File: config.mk
export PLATFORM = sky130hd
export DESIGN_NAME = unified_mem_arbiter
export DESIGN_NICKNAME = d
export VERILOG_FILES = /design/src/rtl/unified_mem_arbiter.sv
export SDC_FILE = /design/constraint.sdc
export NUM_CORES = 1
export LEC_CHECK = 0
export ABC_AREA = 1
export BUFFER_PORTS_ARGS = -buffer_cell sky130_fd_sc_hd__buf_4
export CAP_MARGIN = 30
export CORE_ASPECT_RATIO = 1.25
export CORE_MARGIN = 1
export CORE_UTILIZATION = 43
export CTS_CLUSTER_SIZE = 12
export DETAILED_ROUTE_END_ITERATION = 10
export PLACE_DENSITY = 0.8
export SYNTH_ARGS = -nofsm -noshare
export SYNTH_HDL_FRONTEND = slang
export SYNTH_SLANG_ARGS = --single-unit
File: constraint.sdc
create_clock -name clk -period 4.4 [get_ports clk]
set_clock_uncertainty 0.1 [all_clocks]
set_input_delay 0.66 -clock clk [delete_from_list [all_inputs] [get_ports clk]]
set_output_delay 0.66 -clock clk [all_outputs]
set_load 0.01 [all_outputs]
File: src/rtl/unified_mem_arbiter.sv
// Arbitrates one single-port, fixed-latency unified memory between instruction fetch
// and load/store; data wins ties unless fetch has lost STARVE_MAX contested rounds.
module unified_mem_arbiter #(
  parameter int ADDR_W     = 32,
  parameter int DATA_W     = 32,
  parameter int MEM_LAT    = 2,
  parameter int STARVE_MAX = 4
) (
  input  logic              clk,
  input  logic              reset,
  input  logic              if_req,
  input  logic [ADDR_W-1:0] if_addr,
  output logic              if_done,
  output logic [DATA_W-1:0] if_rdata,
  output logic              if_stall,
  input  logic              d_req,
  input  logic              d_we,
  input  logic [ADDR_W-1:0] d_addr,
  input  logic [DATA_W-1:0] d_wdata,
  output logic              d_done,
  output logic [DATA_W-1:0] d_rdata,
  output logic              d_stall,
  output logic              mem_en,
  output logic              mem_we,
  output logic [ADDR_W-1:0] mem_addr,
  output logic [DATA_W-1:0] mem_wdata,
  input  logic [DATA_W-1:0] mem_rdata,
  output logic              busy
);

  localparam int LAT_W = (MEM_LAT    < 1) ? 1 : $clog2(MEM_LAT + 1);
  localparam int STV_W = (STARVE_MAX < 1) ? 1 : $clog2(STARVE_MAX + 1);
  localparam logic [LAT_W-1:0] LAT_INIT   = LAT_W'(MEM_LAT);
  localparam logic [STV_W-1:0] STARVE_LIM = STV_W'(STARVE_MAX);

  typedef enum logic [1:0] {
    IDLE   = 2'd0,
    ACCESS = 2'd1,
    DONE   = 2'd2
  } state_t;

  state_t           state;
  state_t           state_nxt;
  logic [LAT_W-1:0] lat_cnt;
  logic [STV_W-1:0] starve_cnt;
  logic             owner_d;
  logic             grant_d;
  logic             grant_f;
  logic             lat_zero;
  logic             contested;

  assign lat_zero  = (lat_cnt == '0);
  assign contested = if_req && d_req;

  always_comb begin
    state_nxt = state;
    grant_d   = 1'b0;
    grant_f   = 1'b0;
    unique case (state)
      IDLE: begin
        if (d_req && (!if_req || (starve_cnt < STARVE_LIM))) begin
          grant_d = 1'b1;
        end else if (if_req) begin
          grant_f = 1'b1;
        end
        if (grant_d || grant_f) begin
          state_nxt = ACCESS;
        end
      end
      // lat_cnt reaches zero in exactly the cycle mem_rdata is valid
      ACCESS: begin
        if (lat_zero) begin
          state_nxt = DONE;
        end
      end
      // No grant here: a requester still holding req from the finished access is not re-served.
      DONE: begin
        state_nxt = IDLE;
      end
      default: begin
        state_nxt = IDLE;
      end
    endcase
  end

  always_ff @(posedge clk or posedge reset) begin
    if (reset) begin
      state      <= IDLE;
      lat_cnt    <= '0;
      starve_cnt <= '0;
      owner_d    <= 1'b0;
      mem_en     <= 1'b0;
      mem_we     <= 1'b0;
      mem_addr   <= '0;
      mem_wdata  <= '0;
      if_done    <= 1'b0;
      d_done     <= 1'b0;
      if_rdata   <= '0;
      d_rdata    <= '0;
    end else begin
      state   <= state_nxt;
      mem_en  <= grant_d || grant_f;
      if_done <= 1'b0;
      d_done  <= 1'b0;

      if (grant_d) begin
        owner_d   <= 1'b1;
        mem_addr  <= d_addr;
        mem_we    <= d_we;
        mem_wdata <= d_wdata;
        lat_cnt   <= LAT_INIT;
        if (contested) begin
          starve_cnt <= starve_cnt + 1'b1;
        end
      end else if (grant_f) begin
        owner_d    <= 1'b0;
        mem_addr   <= if_addr;
        mem_we     <= 1'b0;
        lat_cnt    <= LAT_INIT;
        starve_cnt <= '0;
      end

      if (state == ACCESS) begin
        if (lat_zero) begin
          if (owner_d) begin
            d_done <= 1'b1;
            if (!mem_we) begin
              d_rdata <= mem_rdata;
            end
          end else begin
            if_done  <= 1'b1;
            if_rdata <= mem_rdata;
          end
        end else begin
          lat_cnt <= lat_cnt - 1'b1;
        end
      end
    end
  end

  assign if_stall = if_req && !if_done;
  assign d_stall  = d_req && !d_done;
  assign busy     = (state != IDLE);

endmodule

# After elaboration in Yosys (flattened, before gate mapping)
# Cells that the tools add are included.
[word_totals] ff_bits=140 inputBits=133
[op_classes] order_cmp=1 mux=28 n_eq_ne=4 bitwise_logic=2 addsub=2 n_reduce_logical=18
[op_table] op="2-to-1 mux 32 bit" count=2
[op_table] op="2-to-1 mux 1 bit" count=16
[op_table] op="2-to-1 mux 2 bit" count=6
[op_table] op="2-to-1 mux 3 bit" count=3
[op_table] op="logical AND 1 bit" count=4
[op_table] op="logical NOT 2 bit" count=2
[op_table] op="inequality test 2 bit, second input constant" count=2
[op_table] op="case mux 2 bit (2 select lines)" count=1
[op_table] op="AND reduction 2 bit" count=2
[op_table] op="AND reduction 4 bit" count=1
[op_table] op="nonzero test 2 bit" count=2
[op_table] op="adder 3 x 1 -> 3 bit, second input constant" count=1
[op_table] op="logical NOT 1 bit" count=3
[op_table] op="logical OR 1 bit" count=3
[op_table] op="< comparator 3 bit, second input constant" count=1
[op_table] op="AND reduction 3 bit" count=1
[op_table] op="equality test 2 x 1 -> 1 bit, second input constant" count=1
[op_table] op="inequality test 2 x 1 -> 1 bit, second input constant" count=1
[op_table] op="inverter 1 bit" count=2
[op_table] op="subtractor 2 x 1 -> 2 bit, second input constant" count=1

# Longest topological paths before layout
[depth] word_depth=10 mapped_depth=7 ltp_nobuf=6

# Worst setup path after synthesis
# OpenSTA, ideal clock, no wires.
[synth_timing] path_type="in2out" from="in if_req" to="out if_stall" stages=4 t_arrival_ps=1311 setup_slack_ps=2329 path_cell_list="buf_2 clkbuf_1 inv_1 nor2_1"
[synth_between] elab_chain_cells=1
[synth_lines] element="from (decl)" line="11" text="input logic if_req,"
[synth_lines] element="logical AND 1 bit" line="141" text="assign if_stall = if_req && !if_done;"
[synth_lines] element="to (decl)" line="15" text="output logic if_stall,"
# Every way passes these cells.

# Worst setup path in the final report
[layout_timing] from="in if_req" to="reg mem_addr[31]"
[layout_between] elab_chain_cells=7
[layout_lines] element="logical NOT 1 bit" line="61" text="if (d_req && (!if_req || (starve_cnt < STARVE_LIM))) begin"
[layout_lines] element="logical OR 1 bit" line="61"
[layout_lines] element="logical AND 1 bit" line="61"
[layout_lines] element="2-to-1 mux 1 bit" line="61"
[layout_lines] element="2-to-1 mux 1 bit (2 in a row)" line="59" text="unique case (state)"
[layout_lines] element="2-to-1 mux 32 bit / nonzero test 2 bit (equally long branches)"
[layout_lines] element="to (signal assigned)" line="108" text="mem_addr <= d_addr;"
[layout_lines] element="to (signal assigned)" line="117" text="mem_addr <= if_addr;"
[layout_lines] element="to (decl)" line="25" text="output logic [ADDR_W-1:0] mem_addr,"
# Several ways; a longest one is shown, not always the timed one. The select of a mux whose other input is x is not followed.
# A chain may end at the register's enable or synchronous reset.

==> results.md <==
* Ant. Diodes at 0
* Post-CTS Setup Bufs at 0
* DRT Pass-1 Iters at 5
* Period minus WS final at 2.72 ns
* Endpoint class of the critical path: flop
* Vias per cell at 5.04
* Lkg Pwr at 5.02 nW
* Hold Fails Final Rpt at 0
* Routed WL at 18400 um
* Slew at the pin closest to its max-slew limit at 0.873 ns
* Commonest cells after routing, fill and taps aside: nand2_1 (341), buf_4 (276), dfrtp_1 (140)
* Synthesized area per cell at 8.15 sq um
* Largest stage delay on the critical path at 0.65 ns
* CP Max Fanout at 52
* Routed Antenna Nets at 0
* Area of the multi-input gates at 2260 sq um
* Via count at 6005
* Die width at 109 um
* Clock H-tree levels at 4
* DIE AREA at 14900 sq um
* F_max at 367 MHz
* Residual DRC at 0
* Tcrit/Tclk final at 61.9%
* Antenna violations before repair at 0
* Outcome: finished clean
* TritonCTS clock tree: built
* Top delay family on crit path: simple AND/OR/NAND/NOR gates
* Worst rel slew slack at 41.6%
* Yosys Warn Count at 0
* Die Height at 136 um
* Post-Syn Instances at 762
* Maxcap violations at 0
* Max stage delay cell, worst path: nand3_4
* Mapped Area at 6210 sq um
* Share of layout cells above drive strength 1 at 31.2%
* WL/cell at 15.4 um
* Setup TNS Final at 0 ns
* CP Cell Sequence: buf_4, nand2_2, nand3_4, buf_4, nand2_1, nand2_1, nand2_1
* Pwr Density at 752 nW/um^2
* RSZ-0062 raised after global routing: no
* Final Core Density at 63.6%
* Num CTS Buffers at 17
* CTS resizes at 0
* Overall Global Routing Usage at 25.0%
* Pin count of the biggest net entering global routing at 68
* Worst vdd ir at 0.000348 V
* # nets final at 1138
* HP Class: in2async
* Slew Viols, Final at 0
* Longest Clk Path Bufs at 2
* Port bufs at 267
* Gpl congestion at 0.806
* # fillers at 1207
* Final setup viols at 0
* Worst-Skew Late Latency at 0.41 ns
* CP most frequent cell: nand2_1
* Buf/Inv on CP at 2
* CP startpoint kind: primary input
* Arrival time worst endpoint at 2.93 ns
* Syn nets at 896
* Core area at 13900 sq um
* Total clock sinks at 140
* Commonest non-fill, non-tap cell in the layout: nand2_1
* Crit path required time at 4.60 ns
* First-pass GRT wire length at 28600 um
* I/O pins at 268
* Clock Tree Root: clkbuf_16
* Number of synthesized register bits at 140
* Area delta synth->final at 42.6%
* Netlist cell types at 19
* Reg clk slew, reported paths at 0.06 ns
* Crit Path Category: in2reg
* Register area at 3500 sq um
* Row count at 48
* Vias in the first global route at 5854
* Sequential fraction of the synthesis area at 56.4%
* DR iter-0 viols at 565
* DP HPWL at 12300 um
* Hold_buf cts at 0
* Starting Density at 44.6%
* Total grt overflow at 0
-- registers in the layout, summed over array words and instances, names as in the netlist --
signal and count:
lat_cnt 2, mem_addr 32, if_done 1, state 2, if_rdata 32, d_done 1, starve_cnt 3, mem_en 1
mem_we 1, owner_d 1, d_rdata 32, mem_wdata 32
-- worst min-delay path: cells and delay by family --
family                 cells  cell delay, ns
buffers and inverters      3            0.51
-- per-layer routing --
layer,track usage (%),routed length (um),up-vias,part of all wire [%]
li1,-,-,2906,-
met1,29.2,7070,2774,38
met2,42.4,9290,278,51
met3,5.42,1410,47,7.7
met4,13.3,611,0,3.3
met5,0,0,-,0
-- synth_stat cells --
cell type	instances	share of area, %
buf_1	1	0.060
buf_2	26	2.1
buf_4	14	1.7
buf_6	1	0.18
clkbuf_1	12	0.73
dfrtp_1	140	56
ha_1	1	0.20
inv_1	44	2.7
inv_2	2	0.12
nand2_1	341	21
nand2_2	1	0.10
nand3_1	134	11
nand3_2	1	0.16
nand4_1	32	3.2
nor2_1	8	0.48
nor2_2	1	0.10
nor2_4	1	0.18
nor3_1	1	0.081
o21ai_1	1	0.081
-- kinds of logic (layout without fill, tap and decap cells) --
group	count (synthesis)	in the layout	synth area share, %
buffers and inverters	100	355	7.54
adder cells (fa/ha/maj)	1	1	0.201
flip-flops	140	140	56.4
AND/OR/NAND/NOR	520	520	35.8
AO/OA/AOI/OAI	1	1	0.0805
-- cell type report --
class	instances	area share (%)
Tap cell	175	2.47
Clock buffer	22	5.47
Multi-Input combinational cell	522	25.5
Clock inverter	10	1.29
Timing Repair Buffer	277	23.7
Inverter	46	1.99
Sequential cell	140	39.6
-- path summary, 6_finish.rpt --
check	from	endpoint	slack, ns	cells after the start
max	if_req	mem_addr[31]$_DFFE_PP0P_	1.68	7
min	reset	mem_addr[21]$_DFFE_PP0P_	0.25	3
max reg2reg	starve_cnt[2]$_DFFE_PP0P_	mem_addr[31]$_DFFE_PP0P_	1.91	6
min reg2reg	if_rdata[19]$_DFFE_PP0P_	if_rdata[19]$_DFFE_PP0P_	0.37	2
max in group asynchronous	reset	if_rdata[6]$_DFFE_PP0P_	3.34	3
min in group clk	d_wdata[31]	mem_wdata[31]$_DFFE_PP0P_	0.34	3
-- where the power goes --
part / switching (mW) / internal, mW
clock network: 0.550 / 0.892
registers: 0.368 / 1.93
logic: 1.65 / 1.26
total: 2.57 / 4.09
-- through the flow --
| step | std cells | hold WS (ns) | power (mW) | setup slack (ns) | area, sq um |
|---|---|---|---|---|---|
| after global placement | 1159 | 0.355 | 5.15 | 1.35 | 8230 |
| after CTS | 1192 | 0.240 | 6.72 | 1.75 | 8860 |
| final | 1192 | 0.251 | 6.66 | 1.68 | 8860 |
| after floorplan | 762 | 0.353 | 3.84 | 1.89 | 6210 |
| after detailed placement | 1160 | 0.359 | 5.25 | 1.32 | 8260 |
| after global routing | 1192 | 0.269 | 7.15 | 1.51 | 8860 |
Power figures use the tool's default switching activity.
